--- src/rtl/busca_instrucao_if.sv ---
// ============================================================
// busca_instrucao_if: instruction memory req/ack read port
// Rev 1.0
// ============================================================
`default_nettype none

interface busca_instrucao_if #(
  parameter int ADDR_W  = 8,
  parameter int INSTR_W = 8
);
  logic               imem_req;
  logic [ADDR_W-1:0]  imem_addr;
  logic               imem_ack;
  logic [INSTR_W-1:0] imem_data;

  modport master (
    output imem_req,
    output imem_addr,
    input  imem_ack,
    input  imem_data
  );

  modport slave (
    input  imem_req,
    input  imem_addr,
    output imem_ack,
    output imem_data
  );
endinterface

`default_nettype wire

--- src/rtl/busca_instrucao.sv ---
// ============================================================
// busca_instrucao: multi-cycle fetch stage (PC, IR, next-PC select)
// Rev 1.0
// ============================================================
`default_nettype none

module busca_instrucao #(
  parameter int ADDR_W   = 8,
  parameter int INSTR_W  = 8,
  parameter int RESET_PC = 0,
  parameter int TIMEOUT  = 15
) (
  input  wire logic               clock,
  input  wire logic               reset,
  busca_instrucao_if.master       imem,
  output logic [2:0]              OPcode,
  output logic [1:0]              BitVerificao,
  output logic [INSTR_W-1:0]      instr,
  output logic                    instr_valid,
  output logic [ADDR_W-1:0]       pc,
  input  wire logic               Jump,
  input  wire logic               Beqz,
  input  wire logic               Halt,
  input  wire logic               zero,
  input  wire logic [ADDR_W-1:0]  jump_target,
  input  wire logic               stall,
  input  wire logic               resume,
  output logic                    fetch_err
);

  localparam int                 c_CNT_W      = $clog2(TIMEOUT + 1);
  localparam logic [c_CNT_W-1:0] c_WAIT_LAST  = c_CNT_W'(TIMEOUT - 1);
  localparam logic [INSTR_W-1:0] c_IR_RESET   = {3'b111, {(INSTR_W-3){1'b0}}};
  localparam logic [ADDR_W-1:0]  c_PC_RESET   = ADDR_W'(RESET_PC);

  typedef enum logic [1:0] {
    S_FETCH  = 2'd0,
    S_ISSUE  = 2'd1,
    S_HALTED = 2'd2
  } state_t;

  state_t               r_state;
  logic [ADDR_W-1:0]    r_pc;
  logic [INSTR_W-1:0]   r_ir;
  logic [c_CNT_W-1:0]   r_wait;
  logic                 r_req;
  logic                 r_valid;
  logic                 r_err;

  logic [ADDR_W-1:0]    w_offset;
  logic [ADDR_W-1:0]    w_pc_inc;
  logic [ADDR_W-1:0]    w_pc_branch;

  // Branch offset is relative to pc+1; all sums wrap modulo 2^ADDR_W
  assign w_offset    = {{(ADDR_W-4){r_ir[3]}}, r_ir[3:0]};
  assign w_pc_inc    = r_pc + ADDR_W'(1);
  assign w_pc_branch = w_pc_inc + w_offset;

  always_ff @(posedge clock or negedge reset) begin
    if (!reset) begin
      r_state <= S_FETCH;
      r_pc    <= c_PC_RESET;
      r_ir    <= c_IR_RESET;
      r_wait  <= '0;
      r_req   <= 1'b0;
      r_valid <= 1'b0;
      r_err   <= 1'b0;
    end else begin
      case (r_state)
        S_FETCH: begin
          // Only the cycle right after reset enters here with the request low
          if (!r_req) begin
            r_req <= 1'b1;
          end else if (imem.imem_ack) begin
            r_ir    <= imem.imem_data;
            r_wait  <= '0;
            r_req   <= 1'b0;
            r_valid <= 1'b1;
            r_state <= S_ISSUE;
          end else if (r_wait == c_WAIT_LAST) begin
            r_err   <= 1'b1;
            r_req   <= 1'b0;
            r_wait  <= '0;
            r_state <= S_HALTED;
          end else begin
            r_wait <= r_wait + c_CNT_W'(1);
          end
        end

        S_ISSUE: begin
          if (!stall) begin
            r_valid <= 1'b0;
            if (Halt) begin
              r_state <= S_HALTED;
            end else begin
              r_req   <= 1'b1;
              r_state <= S_FETCH;
              if (Jump)
                r_pc <= jump_target;
              else if (Beqz && zero)
                r_pc <= w_pc_branch;
              else
                r_pc <= w_pc_inc;
            end
          end
        end

        S_HALTED: begin
          if (resume) begin
            r_err   <= 1'b0;
            r_req   <= 1'b1;
            r_state <= S_FETCH;
          end
        end

        default: begin
          r_state <= S_FETCH;
          r_req   <= 1'b0;
          r_valid <= 1'b0;
        end
      endcase
    end
  end

  assign imem.imem_req  = r_req;
  assign imem.imem_addr = r_pc;
  assign OPcode         = r_ir[INSTR_W-1 -: 3];
  assign BitVerificao   = r_ir[1:0];
  assign instr          = r_ir;
  assign instr_valid    = r_valid;
  assign pc             = r_pc;
  assign fetch_err      = r_err;

endmodule

`default_nettype wire

--- src/flat_wrapper.sv ---
// flat-port wrapper written by rule: the top's interface ports become plain ports
module busca_instrucao_flat 
#(
  parameter int ADDR_W   = 8,
  parameter int INSTR_W  = 8,
  parameter int RESET_PC = 0,
  parameter int TIMEOUT  = 15
)
  (clock, reset, OPcode, BitVerificao, instr, instr_valid, pc, Jump, Beqz, Halt, zero, jump_target, stall, resume, fetch_err, imem_imem_req, imem_imem_addr, imem_imem_ack, imem_imem_data);
  busca_instrucao_if #(.ADDR_W(ADDR_W), .INSTR_W(INSTR_W)) imem_i ();
  input  wire logic clock;
  input  wire logic reset;
  output logic [2:0] OPcode;
  output logic [1:0] BitVerificao;
  output logic [INSTR_W-1:0] instr;
  output logic instr_valid;
  output logic [ADDR_W-1:0] pc;
  input  wire logic Jump;
  input  wire logic Beqz;
  input  wire logic Halt;
  input  wire logic zero;
  input  wire logic [ADDR_W-1:0] jump_target;
  input  wire logic stall;
  input  wire logic resume;
  output logic fetch_err;
  output wire logic [$bits(imem_i.imem_req)-1:0] imem_imem_req;
  output wire logic [$bits(imem_i.imem_addr)-1:0] imem_imem_addr;
  input wire logic [$bits(imem_i.imem_ack)-1:0] imem_imem_ack;
  input wire logic [$bits(imem_i.imem_data)-1:0] imem_imem_data;
  assign imem_imem_req = imem_i.imem_req;
  assign imem_imem_addr = imem_i.imem_addr;
  assign imem_i.imem_ack = imem_imem_ack;
  assign imem_i.imem_data = imem_imem_data;
  busca_instrucao #(.ADDR_W(ADDR_W), .INSTR_W(INSTR_W), .RESET_PC(RESET_PC), .TIMEOUT(TIMEOUT)) u_core (.clock(clock), .reset(reset), .imem(imem_i), .OPcode(OPcode), .BitVerificao(BitVerificao), .instr(instr), .instr_valid(instr_valid), .pc(pc), .Jump(Jump), .Beqz(Beqz), .Halt(Halt), .zero(zero), .jump_target(jump_target), .stall(stall), .resume(resume), .fetch_err(fetch_err));
endmodule
--- config.mk ---
export PLATFORM = sky130hd
export DESIGN_NAME = busca_instrucao_flat
export DESIGN_NICKNAME = d
export VERILOG_FILES = /design/src/rtl/busca_instrucao_if.sv /design/src/rtl/busca_instrucao.sv /design/src/flat_wrapper.sv
export SDC_FILE = /design/constraint.sdc
export NUM_CORES = 1
export LEC_CHECK = 0
export ABC_AREA = 1
export CAP_MARGIN = 10
export CELL_PAD_IN_SITES_DETAIL_PLACEMENT = 0
export CELL_PAD_IN_SITES_GLOBAL_PLACEMENT = 2
export CORE_ASPECT_RATIO = 0.75
export CORE_MARGIN = 2
export CORE_UTILIZATION = 26
export DETAILED_ROUTE_END_ITERATION = 8
export GPL_TIMING_DRIVEN = 0
export HOLD_SLACK_MARGIN = 0.05
export PLACE_DENSITY = 0.87
export SKIP_LAST_GASP = 1
export SLEW_MARGIN = 10
export SYNTH_ARGS = -nofsm -noshare
export SYNTH_HDL_FRONTEND = slang
export SYNTH_SLANG_ARGS = --single-unit
--- constraint.sdc ---
create_clock -name clock -period 2.3 [get_ports clock]
set_input_delay 0.46 -clock clock [delete_from_list [all_inputs] [get_ports clock]]
set_output_delay 0.46 -clock clock [all_outputs]
set_load 0.02 [all_outputs]
==> results.sh, run 1 <==
export IMPL_grt_pass1_vias=1656
export IMPL_ys_ff_latch=25
export IMPL_crit_start="u_core.imem.imem_addr[0]"
export IMPL_stdcell_area_mm2=0.00266
export IMPL_dr_total_vias=1778
export IMPL_fin_util_pct=38.4
export IMPL_maxSlewHeadroom_pct=60.9
export IMPL_antenna_left=0
export IMPL_cp_start_kind="flip-flop"
export IMPL_drcViolationCount=0
export IMPL_regArea_um2=633
export IMPL_fmax_mhz=462
export IMPL_cts_max_level=1
export IMPL_gp_congestion=0.828
export IMPL_wl_per_cell_um=12.2
export IMPL_worstSetupPathType="flip-flop to flip-flop"
export IMPL_yosys_area_share_simple_pct=24.4
export IMPL_clock_latency_ns=0.27
export IMPL_viasPerCell=4.35
export IMPL_firstDrtPassIters=4
export IMPL_nets=353
export IMPL_clock_sinks=25
export IMPL_cts_tree="yes"
export IMPL_fp_dieH_um=77.9
export IMPL_crit_required_ns=2.47
export IMPL_grt_pass1_wl_um=8070
export IMPL_worstMarginPinSlew_ns=0.586
export IMPL_power_density_mw_per_mm2=1570
export IMPL_ir_drop_mv=0.504
export IMPL_synth_xor_area_share_pct=2.78
export IMPL_cp_max_fo=3
export IMPL_dpl_hpwl_um=3970
export IMPL_post_place_ws_ns=-0.127
export IMPL_final_layout_size_suffix_gt1_share_pct=15.8
export IMPL_hold_viol_final=0
export IMPL_grt_usage_pct=12.7
export IMPL_cts_reportedPaths_clkPinSlew_ns=0.10
export IMPL_syn_num_nets=291
export IMPL_fin_crit_sh_pct=94.2
export IMPL_instances_no_fill=409
export IMPL_drt_iter0_markers=96
export IMPL_synth_compound_area_share_pct=12.4
export IMPL_hp_class="primary input to asynchronous set/reset pin"
export IMPL_cp_arrival_ns=2.34
export IMPL_diodes=0
export IMPL_period_needed_ns=2.17
export IMPL_maxCapViolCount=0
export IMPL_grt_max_degree=26
export IMPL_synth_seq_area_share_pct=33.3
export IMPL_postCtsHoldBufs=0
export IMPL_layout_commonest_cell="nand2_1"
export IMPL_p_leak_nw=1.23
export IMPL_io_pins=57
export IMPL_synth_edff_count=0
export IMPL_numCtsBuffers=3
export IMPL_mostFrequentLayoutCells="55 x nand2_1, 54 x clkdlybuf4s50_1, 22 x inv_1, 22 x nor2_1, 19 x dfrtp_1"
export IMPL_synthesis_area_mm2=0.00189
export IMPL_clock_skew_final_ns=0.00725
export IMPL_dieArea_mm2=0.00798
export IMPL_rows=26
export IMPL_place_area_mm2=0.00256
export IMPL_n_fill_cell=760
export IMPL_slew_viol_final=0
export IMPL_root_buffer="clkbuf_8"
export IMPL_synth_cell_types=36
export IMPL_dp_cells=403
export IMPL_clockBufferDepth=2
export IMPL_avgSynthCellArea_um2=7.56
export IMPL_wirelength_um=4980
export IMPL_ys_warn_count=0
export IMPL_grt_ovfl_total=0
export IMPL_synth_async_reset_ratio_pct=100
export IMPL_synth_top_area_cell="dfrtp_1"
export IMPL_synthMuxAreaShare_pct=4.17
export IMPL_synth_ff_type="dfrtp_1"
export IMPL_die_w_um=102
export IMPL_start_util_pct=27.3
export IMPL_port_buffers=55
export IMPL_fin_ws_ns=0.133
export IMPL_synth_area_leaders="dfrtp_1 29%, nand2_1 11%, ha_1 9.9%"
export IMPL_fp_coreArea_mm2=0.00693
export IMPL_antenna_found_initial=0
export IMPL_synthAdderAreaFrac_pct=11.0
export IMPL_multiInputGateArea_mm2=0.00107
export IMPL_r2r_start="u_core.imem.imem_addr[0]"
export IMPL_netlist_instances=250
export IMPL_setup_viol=0
export IMPL_worstSetupEndpointType="flip-flop"
export IMPL_synth_top_family_by_area="simple AND/OR/NAND/NOR gates"
export IMPL_yosysTopAreaCellShare_pct=29.1
export IMPL_area_growth_pct=40.8
export IMPL_outcome="finished clean"
export IMPL_total_power_mw=4.18
## synth_stat cells (2+ instances only)
cell and number:
a21oi_1 18, buf_4 13, clkinv_1 2, dfrtp_1 22, dfstp_2 3, ha_1 15, inv_1 22, inv_2 8
mux2_1 7, nand2_1 56, nand2_2 2, nand3_1 14, nand4_1 2, nor2_1 23, nor2_2 2, nor3_1 3
o211ai_1 2, o21ai_0 7, o21ai_1 7, o21bai_1 2, xor2_1 5
## worst max-delay path, cell delays in order (launching register included)
cell      delay (ns)
dfrtp_2         0.42
ha_2            0.20
nand2_2         0.10
nor2_1          0.05
nand2_1         0.06
xor2_1          0.19
inv_1           0.10
ha_4            0.28
nand2_1         0.05
clkinv_1        0.06
nand2_1         0.06
o21ai_2         0.14
nand3_1         0.09
nand3_1         0.09
nand2_1         0.06
nand2_1         0.05
nand2_1         0.04
## area by class of cell
class                   count  share of cell area (%)
multi-input cells         178                    40.2
flip-flops and latches     25                    23.8
well taps                  98                    4.61
clock buffers               3                    1.55
clock inverters             1                   0.282
repair buffers             57                    21.1
inverters                  32                    4.51
plain buffers              15                    4.00
## worst paths after layout
path                                            end  slack (ns)  cells after the start
max                        u_core.imem.imem_addr[7]        0.13                     16
min                                u_core.r_wait[2]        0.18                      1
max reg2reg                u_core.imem.imem_addr[7]        0.13                     16
min reg2reg                         u_core.instr[4]        0.50                      1
max in group asynchronous  u_core.imem.imem_addr[1]        1.71                      1
min in group clock                  u_core.instr[4]        0.50                      1
## through the flow
stage               TNS [ns]  hold slack [ns]
finish                     0            0.178
global route        -0.00556            0.219
CTS                        0            0.506
detailed placement    -0.127            0.483
global placement      -0.145            0.473
floorplan                  0            0.164
## flip-flops by register name (all words and copies together), names as in the netlist
register	count
u_core.fetch_err	1
u_core.r_wait	4
u_core.instr	8
u_core.r_state	2
u_core.imem.imem_req	1
u_core.imem.imem_addr	8
u_core.instr_valid	1
## what timing repair did
action / in CTS / in global routing
endpoints found under the setup margin: 1 / 3
setup buffers: 2 / 0
pin swaps: 0 / 1
gates resized for setup: 4 / 7
gates cloned: 0 / 0
## where the power goes
part | internal (mW) | switching [mW]
Clock | 0.123 | 0.150
Sequential | 0.680 | 0.258
Combinational | 1.37 | 1.60
## metal layers
layer,share of wire (%),global-route usage (%)
met1,52,19.5
met2,41,18.8
met3,7.7,3.33
met4,0,0.400
met5,0,0
## cells by family after synthesis
logic type               Yosys count
AO/OA/AOI/OAI                     42
XOR/XNOR                           6
adder cells (fa/ha/maj)           16
buffers and inverters             47
flip-flops                        25
multiplexers                       7
AND/OR/NAND/NOR                  107
No activity file was read; power rests on OpenSTA's default activity.
==> run 2, diff against run 1 <==
--- a/config.mk
+++ b/config.mk
@@ -10,7 +10,6 @@
 export CELL_PAD_IN_SITES_DETAIL_PLACEMENT = 0
 export CELL_PAD_IN_SITES_GLOBAL_PLACEMENT = 2
 export CORE_ASPECT_RATIO = 0.75
-export CORE_MARGIN = 2
 export CORE_UTILIZATION = 26
 export DETAILED_ROUTE_END_ITERATION = 8
 export GPL_TIMING_DRIVEN = 0
==> run 2 against run 1 <==
  * First-iteration DRC count decreased by 63%
  * Largest power group unchanged
  * Maximum frequency increased by 1.6%
  * Sequential share of layout area decreased by 0.48 points
  * Combinational power increased by 2%
  * Critical path depth unchanged
==> results.sh, run 2 (synthesis results as in run 1) <==
export IMPL_outcome="finished clean"
export IMPL_firstDrtPassIters=4
export IMPL_mostFrequentLayoutCells="55 x nand2_1, 54 x clkdlybuf4s50_1, 22 x inv_1, 22 x nor2_1, 19 x dfrtp_1"
export IMPL_clockBufferDepth=2
export IMPL_crit_chain="ha_4 -> nand2_2 -> nor2_1 -> nand2_1 -> xor2_1 -> inv_1 -> ha_4 -> nand2_1 -> clkinv_1 -> nand2_1 -> o21ai_2 -> nand3_1 -> nand3_1 -> nand2_1 -> nand2_1 -> nand2_1"
export IMPL_ff2ff_setup_slack_ns=0.17
export IMPL_place_area_mm2=0.00256
export IMPL_diodes=0
export IMPL_clockPowerShare_pct=6.6
export IMPL_fp_coreArea_mm2=0.00693
export IMPL_worstSetupEndpointType="flip-flop"
export IMPL_fp_dieH_um=75.9
export IMPL_layout_commonest_cell="nand2_1"
export IMPL_fin_crit_sh_pct=92.7
export IMPL_rows=26
export IMPL_start_util_pct=27.3
export IMPL_hold_ws_ns=0.171
export IMPL_period_needed_ns=2.13
export IMPL_slowest_stage="dfrtp_2"
export IMPL_cts_tree="yes"
export IMPL_p_leak_nw=1.24
export IMPL_drt_iter0_markers=36
export IMPL_cts_max_level=1
export IMPL_dpl_hpwl_um=3840
export IMPL_final_layout_size_suffix_gt1_share_pct=17.2
export IMPL_wirelength_um=4860
export IMPL_cp_top_family="simple AND/OR/NAND/NOR gates"
export IMPL_viasPerCell=4.37
export IMPL_cp_start_kind="flip-flop"
export IMPL_area_growth_pct=43.7
export IMPL_fmax_mhz=469
export IMPL_p_int_mw=2.23
export IMPL_tns_ns=0
export IMPL_hold_viol_final=0
export IMPL_crit_start="u_core.imem.imem_addr[0]"
export IMPL_stdcell_area_mm2=0.00272
export IMPL_switching_share_pct=47.8
export IMPL_maxSlewHeadroom_pct=61.4
export IMPL_gp_congestion=0.805
export IMPL_cp_max_fo=3
export IMPL_io_pins=57
export IMPL_numCtsBuffers=3
export IMPL_grt_pass1_vias=1720
export IMPL_dieArea_mm2=0.00762
export IMPL_clock_skew_final_ns=0.00930
export IMPL_slowest_delay_ns=0.44
export IMPL_die_w_um=100
export IMPL_grt_pass1_wl_um=8170
export IMPL_slew_viol_final=0
export IMPL_grt_usage_pct=13.8
export IMPL_p_comb_share_pct=71.1
export IMPL_root_buffer="clkbuf_8"
export IMPL_hp_class="primary input to asynchronous set/reset pin"
export IMPL_port_buffers=55
export IMPL_dr_total_vias=1802
export IMPL_clock_sinks=25
export IMPL_maxCapViolCount=0
export IMPL_critPathBufInv=2
export IMPL_antenna_left=0
export IMPL_fin_ws_ns=0.167
export IMPL_cpMostUsedCell="nand2_1"
export IMPL_post_place_ws_ns=-0.156
export IMPL_r2r_cells=16
export IMPL_cp_arrival_ns=2.31
export IMPL_clock_latency_ns=0.28
export IMPL_seqPwrFrac_pct=22.3
export IMPL_wl_per_cell_um=11.8
export IMPL_postCtsHoldBufs=0
export IMPL_grt_ovfl_total=0
export IMPL_power_density_mw_per_mm2=1570
export IMPL_cts_reportedPaths_clkPinSlew_ns=0.10
export IMPL_power_net_switching_mw=2.04
export IMPL_setup_viol=0
export IMPL_nets=356
export IMPL_worstSetupPathType="flip-flop to flip-flop"
export IMPL_ir_drop_mv=0.505
export IMPL_rr_endpoint="u_core.imem.imem_addr[7]"
export IMPL_rsz0062_at_grt="false"
export IMPL_antenna_found_initial=0
export IMPL_worstMarginPinSlew_ns=0.579
export IMPL_drcViolationCount=0
export IMPL_grt_max_degree=26
export IMPL_crit_required_ns=2.47
export IMPL_r2r_start="u_core.imem.imem_addr[0]"
==> run 2: per-layer routing <==
layer  vias up  global-route usage (%)  routed length (µm)
li1        931                       -                   -
met1       816                    19.5                2580
met2        50                    21.6                1940
met3         5                    3.58                 323
met4         0                    1.93                  18
met5         -                       0                   0
==> run 2: cell type report <==
cell class | count | area, µm²
plain buffers | 15 | 106
clock buffers | 3 | 41.3
clock inverters | 1 | 7.51
fillers | 765 | 4210
inverters | 32 | 120
multi-input cells | 178 | 1100
flip-flops and latches | 25 | 633
well taps | 98 | 123
repair buffers | 60 | 583
==> run 2: what timing repair did <==
item / 4_1_cts / 5_1_grt
pin swaps: 0 / 2
resized for setup: 3 / 12
endpoints found under the setup margin: 1 / 2
hold endpoints to repair: 0 / 0
buffers inserted: 3 / 2
==> run 2: per-stage QoR <==
| stage | std cells | power [mW] | util (%) |
|---|---|---|---|
| after floorplan | 250 | 2.82 | - |
| after global placement | 403 | 3.78 | 37.0 |
| after detailed placement | 403 | 3.79 | 37.0 |
| after CTS | 410 | 4.13 | 38.1 |
| after global routing | 412 | 4.73 | 39.2 |
| final | 412 | 4.27 | 39.2 |
==> run 2: worst register-to-register path: cells and delay by family (launching register included) <==
kind / cells / cell delay [ns]
xor gates and xnor gates: 1 / 0.19
and+or+nand+nor: 10 / 0.63
DFF: 1 / 0.44
AOI/OAI and AO/OA: 1 / 0.15
buffers and inverters: 2 / 0.16
adders and majority gates: 2 / 0.45
==> run 2: power by group through the flow <==
stage	Clock [mW]	Combinational, mW	Sequential, mW
2_1_floorplan	0	1.72	1.10
3_3_place_gp	0	2.82	0.957
3_5_place_dp	0	2.83	0.964
4_1_cts	0.290	2.91	0.937
5_1_grt	0.312	3.42	0.998
6_report	0.281	3.04	0.953
==> run 2: worst max path at each step <==
stage / endpoint / cells after the start
2_1_floorplan: u_core.imem.imem_addr[7] / 17
3_3_place_gp: u_core.imem.imem_addr[7] / 16
3_5_place_dp: u_core.imem.imem_addr[7] / 16
4_1_cts: u_core.imem.imem_addr[7] / 17
5_1_grt: u_core.imem.imem_addr[7] / 16
6_report: u_core.imem.imem_addr[7] / 16
==> run 3, diff against run 2 <==
--- a/config.mk
+++ b/config.mk
@@ -9,14 +9,14 @@
 export CAP_MARGIN = 10
 export CELL_PAD_IN_SITES_DETAIL_PLACEMENT = 0
 export CELL_PAD_IN_SITES_GLOBAL_PLACEMENT = 2
-export CORE_ASPECT_RATIO = 0.75
+export CORE_ASPECT_RATIO = 0.5
 export CORE_UTILIZATION = 26
 export DETAILED_ROUTE_END_ITERATION = 8
 export GPL_TIMING_DRIVEN = 0
 export HOLD_SLACK_MARGIN = 0.05
 export PLACE_DENSITY = 0.87
 export SKIP_LAST_GASP = 1
-export SLEW_MARGIN = 10
+export SLEW_MARGIN = 20
 export SYNTH_ARGS = -nofsm -noshare
 export SYNTH_HDL_FRONTEND = slang
 export SYNTH_SLANG_ARGS = --single-unit
==> run 3 against run 2 <==
  * Via count down 1.6%
  * Maximum frequency up 0.50%
  * Combinational power barely moved
  * Clock skew decreased by 0.0074 ns
  * Critical endpoint is now u_core.imem.imem_addr[4]
  * Largest power group unchanged
  * Highest routed layer unchanged
==> results.sh, run 3 (synthesis results as in run 1) <==
export IMPL_ir_drop_mv=0.432
export IMPL_dieArea_mm2=0.00764
export IMPL_root_buffer="clkbuf_16"
export IMPL_maxSlewHeadroom_pct=62.1
export IMPL_rows=21
export IMPL_period_needed_ns=2.12
export IMPL_cp_arrival_ns=2.31
export IMPL_fp_dieH_um=62.3
export IMPL_cp_max_fo=5
export IMPL_worstSetupEndpointType="flip-flop"
export IMPL_drt_iter0_markers=70
export IMPL_clockBufferDepth=2
export IMPL_port_buffers=55
export IMPL_grt_pass1_wl_um=8350
export IMPL_antenna_found_initial=0
export IMPL_viasPerCell=4.39
export IMPL_p_leak_nw=1.25
export IMPL_io_pins=57
export IMPL_cp_start_kind="flip-flop"
export IMPL_worstSetupPathType="flip-flop to flip-flop"
export IMPL_maxCapViolCount=0
export IMPL_mostFrequentLayoutCells="55 x nand2_1, 54 x clkdlybuf4s50_1, 22 x nor2_1"
export IMPL_fmax_mhz=471
export IMPL_wirelength_um=4820
export IMPL_dr_total_vias=1773
export IMPL_firstDrtPassIters=4
export IMPL_grt_pass1_vias=1763
export IMPL_dpl_hpwl_um=3770
export IMPL_hold_viol_final=0
export IMPL_ff2ff_setup_slack_ns=0.18
export IMPL_multiInputGateArea_mm2=0.00111
export IMPL_tns_ns=0
export IMPL_seqPwrFrac_pct=21.8
export IMPL_cts_reportedPaths_clkPinSlew_ns=0.06
export IMPL_grt_usage_pct=13.6
export IMPL_postCtsHoldBufs=0
export IMPL_p_int_mw=2.33
export IMPL_power_net_switching_mw=2.06
export IMPL_grt_max_degree=26
export IMPL_drcViolationCount=0
export IMPL_nets=354
export IMPL_cts_tree="yes"
export IMPL_gp_congestion=0.752
export IMPL_fin_crit_sh_pct=92.3
export IMPL_crit_required_ns=2.49
export IMPL_area_growth_pct=44.5
export IMPL_rr_endpoint="u_core.imem.imem_addr[4]"
export IMPL_n_fill_cell=702
export IMPL_fin_ws_ns=0.178
export IMPL_switching_share_pct=46.9
export IMPL_grt_ovfl_total=0
export IMPL_worstMarginPinSlew_ns=0.568
export IMPL_hold_ws_ns=0.188
export IMPL_start_util_pct=27.6
export IMPL_post_place_ws_ns=-0.123
export IMPL_r2r_cells=11
export IMPL_slew_viol_final=0
export IMPL_setup_viol=0
export IMPL_clock_skew_final_ns=0.00185
export IMPL_clock_latency_ns=0.26
export IMPL_total_power_mw=4.39
export IMPL_p_comb_share_pct=69.3
export IMPL_power_density_mw_per_mm2=1610
export IMPL_antenna_left=0
export IMPL_final_layout_size_suffix_gt1_share_pct=17.3
export IMPL_cts_max_level=1
export IMPL_regArea_um2=633
export IMPL_fp_coreArea_mm2=0.00686
export IMPL_die_w_um=123
export IMPL_diodes=0
export IMPL_clockPowerShare_pct=9.0
export IMPL_wl_per_cell_um=11.9
export IMPL_hp_class="primary input to asynchronous set/reset pin"
export IMPL_outcome="finished clean"
export IMPL_r2r_start="u_core.imem.imem_addr[0]"
export IMPL_clock_sinks=25
export IMPL_layout_commonest_cell="nand2_1"
export IMPL_numCtsBuffers=3
-- run 3: cell types whose count changed in the layout (fill, tap and decap cells not counted), sizes merged --
cell,before,now
clkinvlp,1,0
buf,20,18
clkinv,2,3
-- run 3: timing repair --
action | 4_1_cts | 5_1_grt
setup buffers | 2 | 1
pin swaps | 0 | 2
setup endpoints to repair | 1 | 2
resized for setup | 3 | 14
-- run 3: worst max path at each step --
stage / startpoint / endpoint / slack, ns / cells past startpoint
after floorplan: u_core.imem.imem_addr[1] / u_core.imem.imem_addr[7] / 0.06 / 17
after global placement: u_core.imem.imem_addr[1] / u_core.imem.imem_addr[7] / -0.10 / 16
after detailed placement: u_core.imem.imem_addr[1] / u_core.imem.imem_addr[7] / -0.12 / 16
after CTS: u_core.imem.imem_addr[0] / u_core.imem.imem_addr[7] / 0.02 / 17
after global routing: u_core.imem.imem_addr[1] / u_core.imem.imem_addr[7] / -0.03 / 16
final: u_core.imem.imem_addr[0] / u_core.imem.imem_addr[4] / 0.18 / 11
-- run 3: worst max-delay path, cell delays in order, from the launching register on --
cell and delay [ns]:
dfrtp_2 0.39, buf_4 0.14, inv_1 0.08, ha_1 0.24, fa_1 0.43, nand2_1 0.09
a21oi_1 0.07, o21ai_0 0.16, nand2_1 0.07, o21ai_1 0.19, nand2_1 0.08, a21oi_1 0.13
-- run 3: routing by layer --
layer | up-vias | track usage (%) | wire (µm)
li1 | 922 | - | -
met1 | 835 | 18.5 | 2450
met2 | 14 | 23.0 | 2290
met3 | 2 | 1.93 | 66
met5 | - | 0 | 0
met4 | 0 | 2.74 | 10
-- run 3: area by class of cell --
cell class | count | area share [%]
plain buffers | 15 | 3.89
clock buffers | 3 | 2.75
clock inverters | 1 | 0.183
inverters | 32 | 4.40
multi-input cells | 178 | 40.6
flip-flops and latches | 25 | 23.2
well taps | 92 | 4.21
repair buffers | 58 | 20.8
-- run 3: stage by stage --
| stage | util [%] | area, µm² | cells |
|---|---|---|---|
| 2_1_floorplan | - | 1890 | 250 |
| 3_3_place_gp | 37.3 | 2560 | 397 |
| 3_5_place_dp | 37.2 | 2550 | 397 |
| 4_1_cts | 38.6 | 2650 | 403 |
| 5_1_grt | 39.8 | 2730 | 404 |
| 6_report | 39.8 | 2730 | 404 |
-- run 3: power by group through the flow --
stage / combinational, mW / clock (mW) / sequential, mW
floorplan: 1.72 / 0 / 1.10
global placement: 2.83 / 0 / 0.944
detailed placement: 2.85 / 0 / 0.952
CTS: 2.92 / 0.395 / 0.933
global route: 3.40 / 0.415 / 0.998
finish: 3.04 / 0.393 / 0.955
